`src/rtl/pattern_detector_param.sv`:
```
// Serial pattern detector with a run-time programmable pattern, length and overlap
// mode; registered one-cycle match pulse and a saturating match counter.
module pattern_detector_param #(
  parameter  int MAX_LEN = 8,
  parameter  int CNT_W   = 8,
  localparam int LW      = $clog2(MAX_LEN + 1)
) (
  input  logic               clk,
  input  logic               rst,
  input  logic               in_valid,
  input  logic               in,
  input  logic               cfg_load,
  input  logic [MAX_LEN-1:0] cfg_pattern,
  input  logic [LW-1:0]      cfg_len,
  input  logic               cfg_overlap,
  output logic               out,
  output logic [CNT_W-1:0]   match_count,
  output logic               cfg_err
);

  typedef enum logic [1:0] {UNCFG, FILL, ARMED} state_t;

  localparam logic [LW-1:0]    MAXL = LW'(MAX_LEN);
  localparam logic [CNT_W-1:0] CMAX = '1;

  state_t             state_q, state_d;
  logic [MAX_LEN-1:0] pat, hist, hist_sh, mask;
  logic [LW-1:0]      len, fill, fill_inc, fill_d;
  logic               ovl, cfg_ok, take, match;

  // Datapath: match is judged on the post-shift history and fill.
  always_comb begin
    cfg_ok   = cfg_load && (cfg_len != '0) && (cfg_len <= MAXL);
    take     = in_valid && !cfg_load && (state_q != UNCFG);
    hist_sh  = {hist[MAX_LEN-2:0], in};
    fill_inc = (fill >= MAXL) ? MAXL : fill + LW'(1);
    mask     = '0;
    for (int i = 0; i < MAX_LEN; i++)
      mask[i] = (i < int'(len));
    match    = take && (fill_inc >= len) && (((hist_sh ^ pat) & mask) == '0);
    fill_d   = (match && !ovl) ? '0 : fill_inc;
  end

  always_comb begin
    state_d = state_q;
    if (cfg_ok)
      state_d = FILL;
    else if (take)
      state_d = (fill_d >= len) ? ARMED : FILL;
  end

  always_ff @(posedge clk) begin
    if (!rst) state_q <= UNCFG;
    else      state_q <= state_d;
  end

  // A rejected load touches nothing but cfg_err; any load drops a coincident bit.
  always_ff @(posedge clk) begin
    if (!rst) begin
      out         <= 1'b0;
      cfg_err     <= 1'b0;
      match_count <= '0;
      hist        <= '0;
      fill        <= '0;
      pat         <= '0;
      len         <= '0;
      ovl         <= 1'b0;
    end else begin
      out     <= 1'b0;
      cfg_err <= cfg_load && !cfg_ok;
      if (cfg_ok) begin
        pat  <= cfg_pattern;
        len  <= cfg_len;
        ovl  <= cfg_overlap;
        hist <= '0;
        fill <= '0;
      end else if (take) begin
        hist <= hist_sh;
        fill <= fill_d;
        out  <= match;
        if (match && match_count != CMAX)
          match_count <= match_count + CNT_W'(1);
      end
    end
  end

endmodule

```
`config.mk`:
```
export PLATFORM = sky130hd
export DESIGN_NAME = pattern_detector_param
export DESIGN_NICKNAME = d
export VERILOG_FILES = /design/src/rtl/pattern_detector_param.sv
export SDC_FILE = /design/constraint.sdc
export NUM_CORES = 1
export LEC_CHECK = 0
export ABC_CLOCK_PERIOD_IN_PS = 5560
export BUFFER_PORTS_ARGS = -buffer_cell sky130_fd_sc_hd__buf_4
export CAP_MARGIN = 30
export CORE_MARGIN = 2
export CORE_UTILIZATION = 35
export CTS_CLUSTER_SIZE = 12
export DETAILED_ROUTE_END_ITERATION = 10
export HOLD_SLACK_MARGIN = 0.08
export PLACE_DENSITY_LB_ADDON = 0.3
export SLEW_MARGIN = 20
export SYNTH_ARGS = -nofsm -noshare
export SYNTH_HDL_FRONTEND = slang
export SYNTH_SLANG_ARGS = --single-unit
```
`constraint.sdc`:
```
create_clock -name clk -period 5.56 [get_ports clk]
set_input_delay 0.278 -clock clk [delete_from_list [all_inputs] [get_ports clk]]
set_output_delay 0.278 -clock clk [all_outputs]
set_load 0.05 [all_outputs]
```
==> results of run 1 <==
-- per-layer routing --
layer  routed length (um)  vias up  GRT usage, %
met1                 1740      688          16.0
met4                   74        0          6.00
li1                     -      790             -
met2                 1720       24          22.7
met3                  123        5          3.55
met5                    0        -             0
-- power by group through the flow --
stage / Clock, W / Combinational [W] / Sequential, W
3_5_place_dp: 0 / 0.0000653 / 0.000278
4_1_cts: 0.000234 / 0.0000658 / 0.000272
5_1_grt: 0.000243 / 0.0000735 / 0.000273
6_report: 0.000226 / 0.0000650 / 0.000272
3_3_place_gp: 0 / 0.0000652 / 0.000278
2_1_floorplan: 0 / 0.0000460 / 0.000278
-- synth_stat cells (all sizes together) (2+ instances only) --
master   n
nor2b    2
o21ai    5
xor2     3
or2      3
nor2    26
o22ai    2
buf      3
a21o     2
xnor2    9
mux2i   13
a31oi    3
a21oi   15
nor3     7
ha      11
nand4    2
or3      4
nand2   23
dfxtp   36
inv      8
nand2b   4
nand3   11
o32ai    3
a211oi   3
clkbuf   5
-- worst max-delay path: stages (launching register included) --
cell and delay, ns:
dfxtp_1 0.39, inv_1 0.06, ha_1 0.26, nor2b_1 0.20
ha_1 0.26, a2111oi_0 0.65, nor3_1 0.17, nand3_1 0.15
nor2_1 0.12, or2_2 0.32, ha_1 0.26, nand2b_1 0.14
a21o_1 0.17, a21o_1 0.16, a21oi_1 0.18, nand2_1 0.09
a31oi_1 0.21
-- cells by family (layout without fill, tap and decap cells) --
logic type / count (synthesis) / count (layout)
and+or+nand+nor: 85 / 85
AOI/OAI and AO/OA: 39 / 39
DFF: 36 / 36
buffers and inverters: 16 / 43
muxes: 13 / 13
xor gates and xnor gates: 12 / 12
adders and majority gates: 11 / 11
-- metrics by stage --
step	util, %	hold WS [ns]	area [sq um]	setup slack, ns
5_1_grt	43.1	0.220	2200	1.25
6_report	43.1	0.215	2200	1.71
2_1_floorplan	-	0.400	1850	2.06
4_1_cts	43.1	0.208	2200	1.67
3_3_place_gp	40.9	0.456	2090	1.86
3_5_place_dp	40.9	0.461	2090	1.75
-- final cells by class --
| class | instances | area (sq um) | area share (%) |
|---|---|---|---|
| multi-input combinational | 160 | 1050 | 47.6 |
| tap | 70 | 87.6 | 3.98 |
| timing repair buffer | 27 | 203 | 9.21 |
| clock buffer | 5 | 68.8 | 3.13 |
| clock inverter | 3 | 42.5 | 1.93 |
| sequential | 36 | 721 | 32.7 |
| inverter | 8 | 30.0 | 1.36 |
-- flip-flops by register name, indices dropped and copies added, names as in the netlist --
name / cells
ovl: 1
fill: 4
pat: 8
len: 4
match_count: 8
state_q: 2
hist: 7
cfg_err: 1
out: 1
-- path summary, 6_finish.rpt --
check	startpoint	end	slack [ns]	depth (start not counted)
worst min register to register	hist[6]$_SDFFE_PP0P_	hist[6]$_SDFFE_PP0P_	0.47	2
worst max register to register	fill[0]$_SDFFE_PP0P_	state_q[0]$_SDFFE_PN0P_	1.71	16
worst min-delay path	cfg_pattern[4]	pat[4]$_SDFFE_PN0P_	0.22	3
worst max-delay path	fill[0]$_SDFFE_PP0P_	state_q[0]$_SDFFE_PN0P_	1.71	16
==> metrics.md, run 1 <==
| Metric | Value |
|---|---|
| Lkg Pwr | `0.904 nW` |
| Placed cells | `approximately 300` |
| Design Power | `approximately 0.00056 W` |
| Total GRT Usage | `13.5%` |
| Minimum clock period | `just under 4 ns` |
| Switching Share | `24.1%` |
| CP Max Fanout | `8` |
| Synth Warn # | `0` |
| Non-filler cells, final | `just over 300` |
| Grt ovf | `0` |
| WL/cell | `11.9 um` |
| Initial drt markers | `66` |
| Vias in the first global route | `1408` |
| TritonCTS Buffers | `5` |
| Die area | `about 5900 sq um` |
| PD cells | `256 nW/um^2` |
| Horiz. Die Dim | `76.6 um` |
| Post-CTS Setup Bufs | `0` |
| Synth Area in XOR/XNOR | `under 10%` |
| IO buf count | `27` |
| Final WL | `3660 um` |
| Final ANT Viol Nets | `0` |
| Worst Tran Pin Value | `~0.8 ns` |
| Placer Congestion | `0.751` |
| Most frequent cells in the layout | `36 x dfxtp_1, 27 x buf_4, 26 x nor2_1` |
| H-tree levels | `2` |
| Antenna violations before repair | `0` |
| Synth Cell Area | `1850 sq um` |
| Main combinational cell family by area after synthesis | `simple AND/OR/NAND/NOR gates` |
| Crit end category | `flop` |
| Flop pwr share | `48.3%` |
| Asr flop ratio synth | `0%` |
| DR pass1 iterations | `4` |
| Leading post-synthesis cells by cell area | `dfxtp_1 39%, ha_1 7.5%, mux2i_1 7.1%, nor2_1 5.3%, nand2_1 4.7%` |
| Post-synthesis mux area share | `approximately 7%` |
| Yosys reg bits | `36` |
| Initial cell density of the core | `36.1%` |
| Layout Nets | `267` |
| First-pass GRT wire length | `6360 um` |
| Syn Nets | `241` |
| Mapped Cells | `212` |
| Drt via density | `4.88` |
| Final setup fails | `0` |
| P_int | `0.000427 W` |
| Fraction of layout instances using a drive strength above 1 | `roughly 18%` |
| Outcome | `complete, no violations` |
| Clk_skew | `around 0.0046 ns` |
| Crit Path Class | `reg -> reg` |
| HP Class | `in -> reg` |
| Crit path DAT | `4.05 ns` |
| Largest net degree at the start of global routing | `24` |
| EDFF count, synth | `0` |
| Startpoint type of the worst setup path | `flop` |
| Complex-gate fraction of the synthesized area | `14.3%` |
| CTS tree | `built` |
| Post-Synth Adder-Cell Area | `around 7.5%` |
| Core area | `5110 sq um` |
| Synthesized area per cell | `just under 9 sq um` |
| Setup TNS | `0 ns` |
| Std-Cell Rows | `26` |
| DR vias | `roughly 1500` |
| I/O pin total | `28` |
| RSZ-0062 raised after global routing | `false` |
| CTS Hold Buffers Added | `0` |
| Fmax achieved | `~260 MHz` |
| Simple-Gate Fraction of Synth Area | `22.3%` |
| CP required | `5.76 ns` |
| ANT cells | `0` |
| Clock sinks | `36` |
| Root buf cell | `clkbuf_8` |
| Cell taking the most area after synthesis | `dfxtp_1` |
| Chip height | `76.6 um` |
| Fill cells | `522` |
| Final Cycle Share | `69.2%` |
| Final Hold Fails | `0` |
| Max clock buf depth | `2` |
| Area grow syn2layout | `19.3%` |
| Maximum vdd drop | `0.000112 V` |
| Synth top area share | `between 30% and 40%` |
| Post-synthesis sequential area ratio | `39.1%` |
| Predominant post-synthesis flop cell | `dfxtp_1` |
| Worst-Skew Late Latency | `0.29 ns` |
| Clock transition at the registers of the reported paths | `~0.070 ns` |
| Max-slew headroom | `46.4%` |
| DRC viols | `0` |
| Clock Power Share | `40.2%` |
| Max cap viols | `0` |
| NetSw | `0.000136 W` |
| DP Wirelength | `2670 um` |
| Post-CTS Resized | `0` |
| Most common cell after layout, fill and taps aside | `dfxtp_1` |
| Comb pwr share | `11.6%` |
| Max-slew violation count | `0` |
| Unique cell type count in the Yosys netlist | `39` |
No activity file was read; power rests on OpenSTA's default activity.
==> inputs of run 2 (changes only) <==
ABC_CLOCK_PERIOD_IN_PS = 3400   (was 5560)
clock period = 3.4 ns   (was 5.56 ns; I/O delays follow)
==> run 2 against run 1 <==
Critical endpoint is now state_q[1]$_SDFFE_PP0P_; combinational power increased by 98%; non-clock buffer count increased by 12; global-route usage increased by 1.5 points; die area did not move; clock skew up 0.0015 ns; first-iteration DRC count decreased by 27%; largest power group unchanged; worst setup slack got worse by 1.6 ns; critical path type unchanged; via count is 4.4% higher; clock power grew 35%.
==> metrics.md, run 2 (same netlist as run 1, synthesis figures left out) <==
| Metric | Value |
|---|---|
| IO buf count | `27 (unchanged)` |
| Worst-Skew Late Latency | `0.28 ns (was 0.29 ns)` |
| Total GRT Usage | `15.0% (was 13.5%)` |
| Placer Congestion | `0.827 (was 0.751)` |
| Area grow syn2layout | `26.0% (was 19.3%)` |
| Antenna violations before repair | `0 (unchanged)` |
| H-tree levels | `2 (unchanged)` |
| RR Startpoint | `fill[0]$_SDFFE_PP0P_ (unchanged)` |
| Final WL | `4050 um (was 3660 um)` |
| CP required | `3.56 ns (was 5.76 ns)` |
| Std-Cell Rows | `26 (unchanged)` |
| Clock sinks | `36 (unchanged)` |
| Max-slew headroom | `45.4% (was 46.4%)` |
| Grt ovf | `0 (unchanged)` |
| Minimum clock period | `3.25 ns (was 3.85 ns)` |
| Outcome | `complete, no violations (unchanged)` |
| Core Util, Final | `45.5% (was 43.1%)` |
| Crit Path Class | `reg -> reg (unchanged)` |
| Drt via density | `4.90 (was 4.88)` |
| Horiz. Die Dim | `76.6 um (unchanged)` |
| Non-filler cells, final | `321 (was 309)` |
| Sequential cell area | `723 sq um (was 721 sq um)` |
| Final Hold Fails | `0 (unchanged)` |
| Clk_skew | `0.00602 ns (was 0.00455 ns)` |
| CP Capture Point | `state_q[1]$_SDFFE_PP0P_ (was state_q[0]$_SDFFE_PN0P_)` |
| Placed cells | `313 (was 301)` |
| Max clock buf depth | `2 (unchanged)` |
| Most frequent cells in the layout | `39 x buf_4, 34 x dfxtp_1, 25 x nor2_1 (was 36 x dfxtp_1, 27 x buf_4, 26 x nor2_1)` |
| First-pass GRT wire length | `7080 um (was 6360 um)` |
| Vias in the first global route | `1562 (was 1408)` |
| Die area | `5870 sq um (unchanged)` |
| DR pass1 iterations | `4 (unchanged)` |
| Post-route cell area | `2320 sq um (was 2200 sq um)` |
| Regs by FF count | `match_count (8), pat (8), hist (7) (unchanged)` |
| HP Class | `in -> reg (unchanged)` |
| Final setup fails | `0 (unchanged)` |
| Startpoint type of the worst setup path | `flop (unchanged)` |
| I/O pin total | `28 (unchanged)` |
| Reg2reg setup slack | `0.15 ns (was 1.71 ns)` |
| Fill cells | `528 (was 522)` |
| WL/cell | `12.6 um (was 11.9 um)` |
| Top Metal Used | `met4 (unchanged)` |
| TritonCTS Buffers | `5 (unchanged)` |
| Fmax achieved | `308 MHz (was 260 MHz)` |
| Initial cell density of the core | `36.1% (unchanged)` |
| Worst Tran Pin Value | `0.816 ns (was 0.801 ns)` |
| Chip height | `76.6 um (unchanged)` |
| Crit path launch | `fill[0]$_SDFFE_PP0P_ (unchanged)` |
| DRC viols | `0 (unchanged)` |
| Post-CTS Setup Bufs | `0 (unchanged)` |
| Final ANT Viol Nets | `0 (unchanged)` |
| CTS tree | `built (unchanged)` |
| Worst R2R End | `state_q[1]$_SDFFE_PP0P_ (was state_q[0]$_SDFFE_PN0P_)` |
| Clock transition at the registers of the reported paths | `0.07 ns (about the same)` |
| Setup TNS | `0 ns (unchanged)` |
| Root buf cell | `clkbuf_8 (unchanged)` |
| Placed Area | `2180 sq um (was 2090 sq um)` |
| CP Max Fanout | `5 (was 8)` |
| DP Wirelength | `2910 um (was 2670 um)` |
| Max cap viols | `0 (unchanged)` |
| Initial drt markers | `48 (was 66)` |
| Lkg Pwr | `0.967 nW (was 0.904 nW)` |
| DR vias | `1573 (was 1507)` |
| Total length of routed met3 wires | `152 um (was 123 um)` |
| Hold depth | `3 (unchanged)` |
| Largest net degree at the start of global routing | `24 (unchanged)` |
| Worst hold slack | `0.113 ns (was 0.215 ns)` |
| Most common cell after layout, fill and taps aside | `buf_4 (was dfxtp_1)` |
| Core area | `5110 sq um (unchanged)` |
| Crit end category | `flop (unchanged)` |
| Maximum vdd drop | `0.000269 V (was 0.000112 V)` |
| Met2 Wirelength | `2010 um (was 1720 um)` |
| Final Cycle Share | `95.6% (was 69.2%)` |
| Multi-input gate area | `1100 sq um (was 1050 sq um)` |
| ANT cells | `0 (unchanged)` |
| PD cells | `376 nW/um^2 (was 256 nW/um^2)` |
| Crit path DAT | `3.41 ns (was 4.05 ns)` |
| Worst r2r path cells | `16 (unchanged)` |
| M1 WL | `1860 um (was 1740 um)` |
| Fraction of layout instances using a drive strength above 1 | `24.7% (was 17.6%)` |
| Layout Nets | `279 (was 267)` |
| Max-slew violation count | `0 (unchanged)` |
[run 2: worst min path at each step]
stage | startpoint | to | slack, ns
floorplan | cfg_load | cfg_err$_SDFF_PN0_ | 0.29
CTS | cfg_pattern[4] | pat[4]$_SDFFE_PN0P_ | 0.11
finish | cfg_pattern[4] | pat[4]$_SDFFE_PN0P_ | 0.11
detailed placement | cfg_pattern[5] | pat[5]$_SDFFE_PN0P_ | 0.41
global route | cfg_pattern[1] | pat[1]$_SDFFE_PN0P_ | 0.12
global placement | cfg_pattern[3] | pat[3]$_SDFFE_PN0P_ | 0.40
[run 2: critical path, stage by stage, from the launching register on]
cell       delay, ns
dfxtp_2         0.34
ha_1            0.20
xnor2_1         0.20
nor2_1          0.10
ha_1            0.24
a2111oi_4       0.37
nor3_2          0.08
nand3_1         0.11
nor2_1          0.06
or2_2           0.29
ha_1            0.26
nand2b_1        0.16
a21o_1          0.18
a21o_1          0.18
a21oi_2         0.15
a2bb2oi_1       0.17
nor2_1          0.05
[run 2: metal layers]
| metal | GRT usage (%) | vias to the layer above |
|---|---|---|
| li1 | - | 813 |
| met1 | 18.2 | 724 |
| met2 | 25.4 | 34 |
| met3 | 3.67 | 2 |
| met4 | 5.82 | 0 |
| met5 | 0 | - |
[run 2: power by group]
group	internal, W	switching (W)	total [W]
clock network	0.000161	0.000143	0.000304
logic	0.0000614	0.0000677	0.000129
registers	0.000433	0.00000754	0.000441
[run 2: per-stage QoR]
| stage | worst slack, ns | total power (W) |
|---|---|---|
| 2_1_floorplan | 0.00156 | 0.000530 |
| 3_5_place_dp | -0.101 | 0.000572 |
| 4_1_cts | 0.0292 | 0.000880 |
| 6_report | 0.149 | 0.000874 |
| 5_1_grt | -0.000445 | 0.000923 |
| 3_3_place_gp | 0.0257 | 0.000570 |
[run 2: timing repair]
action	CTS	global route
resized for setup	2	8
pin swaps	0	4
hold buffers	0	0
setup endpoints to repair	2	2
[run 2: cell type report]
class / count / share of cell area [%]
multi-input combinational: 160 / 47.3
sequential: 36 / 31.1
timing repair buffer: 39 / 12.6
tap: 70 / 3.77
clock buffer: 6 / 3.55
inverter: 8 / 1.29
clock inverter: 2 / 0.431
==> inputs of run 3 (changes only) <==
BUFFER_PORTS_ARGS = default   (was -buffer_cell sky130_fd_sc_hd__buf_4)
DONT_BUFFER_PORTS = 1   (was default)
==> run 3 against run 2 <==
Global-route usage is 0.075 points lower; cell area is 0.70% lower; via count is 2.8% lower; core utilization is 0.32 points lower; wire length is 0.32% lower; critical path depth is 1 lower; combinational power is 7% lower; power is 7.5% higher; sequential power is 0.9% higher; register-to-register slack better by 0.04 ns; hold slack better by 0.010 ns; first-iteration DRC count is 2.1% higher; critical path type unchanged; largest cell class unchanged; largest power group unchanged.
==> metrics.md, run 3 (same netlist as run 1, synthesis figures left out) <==
| Metric | Value |
|---|---|
| Die area | `5870 sq um (unchanged)` |
| Initial drt markers | `49 (was 48)` |
| H-tree levels | `2 (unchanged)` |
| Fmax achieved | `311 MHz (was 308 MHz)` |
| Crit path max-delay family | `simple AND/OR/NAND/NOR gates (was compound AO/OA/AOI/OAI gates)` |
| Area grow syn2layout | `25.1% (was 26.0%)` |
| Std-Cell Rows | `26 (unchanged)` |
| DR pass1 iterations | `4 (unchanged)` |
| Most frequent cells in the layout | `34 x dfxtp_1, 24 x nor2_1, 23 x nand2_1 (was 39 x buf_4, 34 x dfxtp_1, 25 x nor2_1)` |
| DP Wirelength | `2810 um (was 2910 um)` |
| Initial cell density of the core | `36.1% (unchanged)` |
| Clock transition at the registers of the reported paths | `0.08 ns (was 0.07 ns)` |
| Clock sinks | `36 (unchanged)` |
| Minimum clock period | `3.21 ns (was 3.25 ns)` |
| Largest stage delay, worst path | `0.34 ns (was 0.37 ns)` |
| Drt via density | `4.95 (was 4.90)` |
| Multi-input gate area | `1120 sq um (was 1100 sq um)` |
| Regs by FF count | `match_count (8), pat (8), hist (7) (unchanged)` |
| Post-CTS Setup Bufs | `0 (unchanged)` |
| WL/cell | `13.1 um (was 12.6 um)` |
| Max clock buf depth | `2 (unchanged)` |
| Crit path DAT | `3.38 ns (was 3.41 ns)` |
| Final WL | `4040 um (was 4050 um)` |
| Final ANT Viol Nets | `0 (unchanged)` |
| TritonCTS Buffers | `5 (unchanged)` |
| Total GRT Usage | `14.9% (was 15.0%)` |
| Crit end category | `flop (unchanged)` |
| Hold_sp | `cfg_load (was cfg_pattern[4])` |
| Worst R2R End | `state_q[1]$_SDFFE_PP0P_ (unchanged)` |
| Hold depth | `3 (unchanged)` |
| Antenna violations before repair | `0 (unchanged)` |
| IO buf count | `0 (was 27)` |
| Final Hold Fails | `0 (unchanged)` |
| Final Cycle Share | `94.4% (was 95.6%)` |
| Non-filler cells, final | `309 (was 321)` |
| Lkg Pwr | `0.895 nW (was 0.967 nW)` |
| Fill cells | `513 (was 528)` |
| Worst r2r path cells | `15 (was 16)` |
| Setup TNS | `0 ns (unchanged)` |
| Startpoint type of the worst setup path | `flop (unchanged)` |
| Sequential cell area | `723 sq um (unchanged)` |
| Worst Tran Pin Value | `0.813 ns (was 0.816 ns)` |
| Largest net degree at the start of global routing | `24 (unchanged)` |
| PD cells | `407 nW/um^2 (was 376 nW/um^2)` |
| Placed cells | `286 (was 313)` |
| I/O pin total | `28 (unchanged)` |
| Max cap viols | `0 (unchanged)` |
| Final setup fails | `0 (unchanged)` |
| Fraction of layout instances using a drive strength above 1 | `15.9% (was 24.7%)` |
| Core area | `5110 sq um (unchanged)` |
| Min-Delay Endpoint | `len[3]$_SDFFE_PN0P_ (was pat[4]$_SDFFE_PN0P_)` |
| HP Class | `in -> reg (unchanged)` |
| Worst-Skew Late Latency | `0.29 ns (was 0.28 ns)` |
| First-pass GRT wire length | `7050 um (was 7080 um)` |
| Chip height | `76.6 um (unchanged)` |
| Layout Nets | `267 (was 279)` |
| Clk_skew | `0.00721 ns (was 0.00602 ns)` |
| Buf/Inv on CP | `0 (unchanged)` |
| Placer Congestion | `0.805 (was 0.827)` |
| CP required | `3.57 ns (was 3.56 ns)` |
| Vias in the first global route | `1520 (was 1562)` |
| Reg2reg setup slack | `0.19 ns (was 0.15 ns)` |
| Root buf cell | `clkbuf_8 (unchanged)` |
| CP max stage cell | `dfxtp_2 (was a2111oi_4)` |
| CTS tree | `built (unchanged)` |
| ANT cells | `0 (unchanged)` |
| Horiz. Die Dim | `76.6 um (unchanged)` |
| DRC viols | `0 (unchanged)` |
| RR Startpoint | `fill[0]$_SDFFE_PP0P_ (unchanged)` |
| Grt ovf | `0 (unchanged)` |
| Most common cell after layout, fill and taps aside | `dfxtp_1 (was buf_4)` |
| Max-slew violation count | `0 (unchanged)` |
| CP Max Fanout | `4 (was 5)` |
| Crit Path Class | `reg -> reg (unchanged)` |
| Max-slew headroom | `45.6% (was 45.4%)` |
| DR vias | `1529 (was 1573)` |
| Maximum vdd drop | `0.000196 V (was 0.000269 V)` |
| Outcome | `complete, no violations (unchanged)` |
| CP cell instances | `or2_2 -> ha_1 -> nand2b_1 -> a2111oi_4 -> nor3_2 -> nand3_1 -> nor2_1 -> or2_2 -> ha_1 -> nand2b_1 -> a21o_1 -> a21o_1 -> a21oi_2 -> a2bb2oi_1 -> nor2_1 (was ha_1 -> xnor2_1 -> nor2_1 -> ha_1 -> a2111oi_4 -> nor3_2 -> nand3_1 -> nor2_1 -> or2_2 -> ha_1 -> nand2b_1 -> a21o_1 -> a21o_1 -> a21oi_2 -> a2bb2oi_1 -> nor2_1)` |
run 3: changes by cell type in the layout (fill, tap and decap cells not counted), sizes merged:
cell         previous run  this run
buf                    39        12
clkbuf                  6         5
bufinv                  0         1
dlygate4sd3             0        15
clkinvlp                0         1
clkinv                  2         1
run 3: through the flow:
step	power (W)	worst slack, ns	util (%)	hold WS, ns	area [sq um]
floorplan	0.000530	0.00156	-	0.292	1850
global placement	0.000551	0.0493	38.7	0.300	1980
detailed placement	0.000552	-0.0289	38.7	0.297	1980
CTS	0.000946	0.0280	43.9	0.0943	2240
global route	0.000983	-0.0254	45.2	0.155	2310
finish	0.000940	0.189	45.2	0.123	2310
run 3: worst reg2reg max path: cells and delay by family, from the launching register on:
kind	cells	cell delay [ns]
AND/OR/NAND/NOR	8	1.21
flip-flops	1	0.34
adder cells (fa/ha/maj)	2	0.54
AO/OA/AOI/OAI	5	1.01
run 3: per-layer routing:
metal | track usage [%] | wire length (um)
met1 | 17.5 | 1860
met2 | 26.3 | 2020
met3 | 3.79 | 114
met4 | 4.91 | 46
met5 | 0 | 0
run 3: layout make-up:
class,count,area share (%)
tap,70,3.79
multi-input combinational,160,48.3
inverter,8,1.30
timing repair buffer,27,10.4
clock buffer,5,2.98
clock inverter,3,1.84
sequential,36,31.3
run 3: how the worst max path moves through the flow:
stage | depth (start not counted) | to | start | slack, ns
2_1_floorplan | 16 | state_q[1]$_SDFFE_PP0P_ | fill[0]$_SDFFE_PP0P_ | 0.002
3_3_place_gp | 16 | state_q[1]$_SDFFE_PP0P_ | fill[0]$_SDFFE_PP0P_ | 0.05
3_5_place_dp | 16 | state_q[1]$_SDFFE_PP0P_ | fill[0]$_SDFFE_PP0P_ | -0.03
4_1_cts | 15 | state_q[1]$_SDFFE_PP0P_ | fill[0]$_SDFFE_PP0P_ | 0.03
5_1_grt | 16 | state_q[0]$_SDFFE_PN0P_ | fill[0]$_SDFFE_PP0P_ | -0.03
6_report | 15 | state_q[1]$_SDFFE_PP0P_ | fill[0]$_SDFFE_PP0P_ | 0.19
run 3: report_power, final:
part / leakage [nW] / internal [W] / switching [W]
Clock: 0.0541 / 0.000217 / 0.000158
Combinational: 0.548 / 0.0000593 / 0.0000605
Sequential: 0.293 / 0.000433 / 0.0000121
Total: 0.895 / 0.000709 / 0.000231
run 3: repair_timing:
action                     CTS  global route
gates cloned                 0             0
gates resized for setup      1            13
hold buffers                15             0
hold endpoints to repair    15             0
setup endpoints to repair    2             2
pin swaps                    0             4
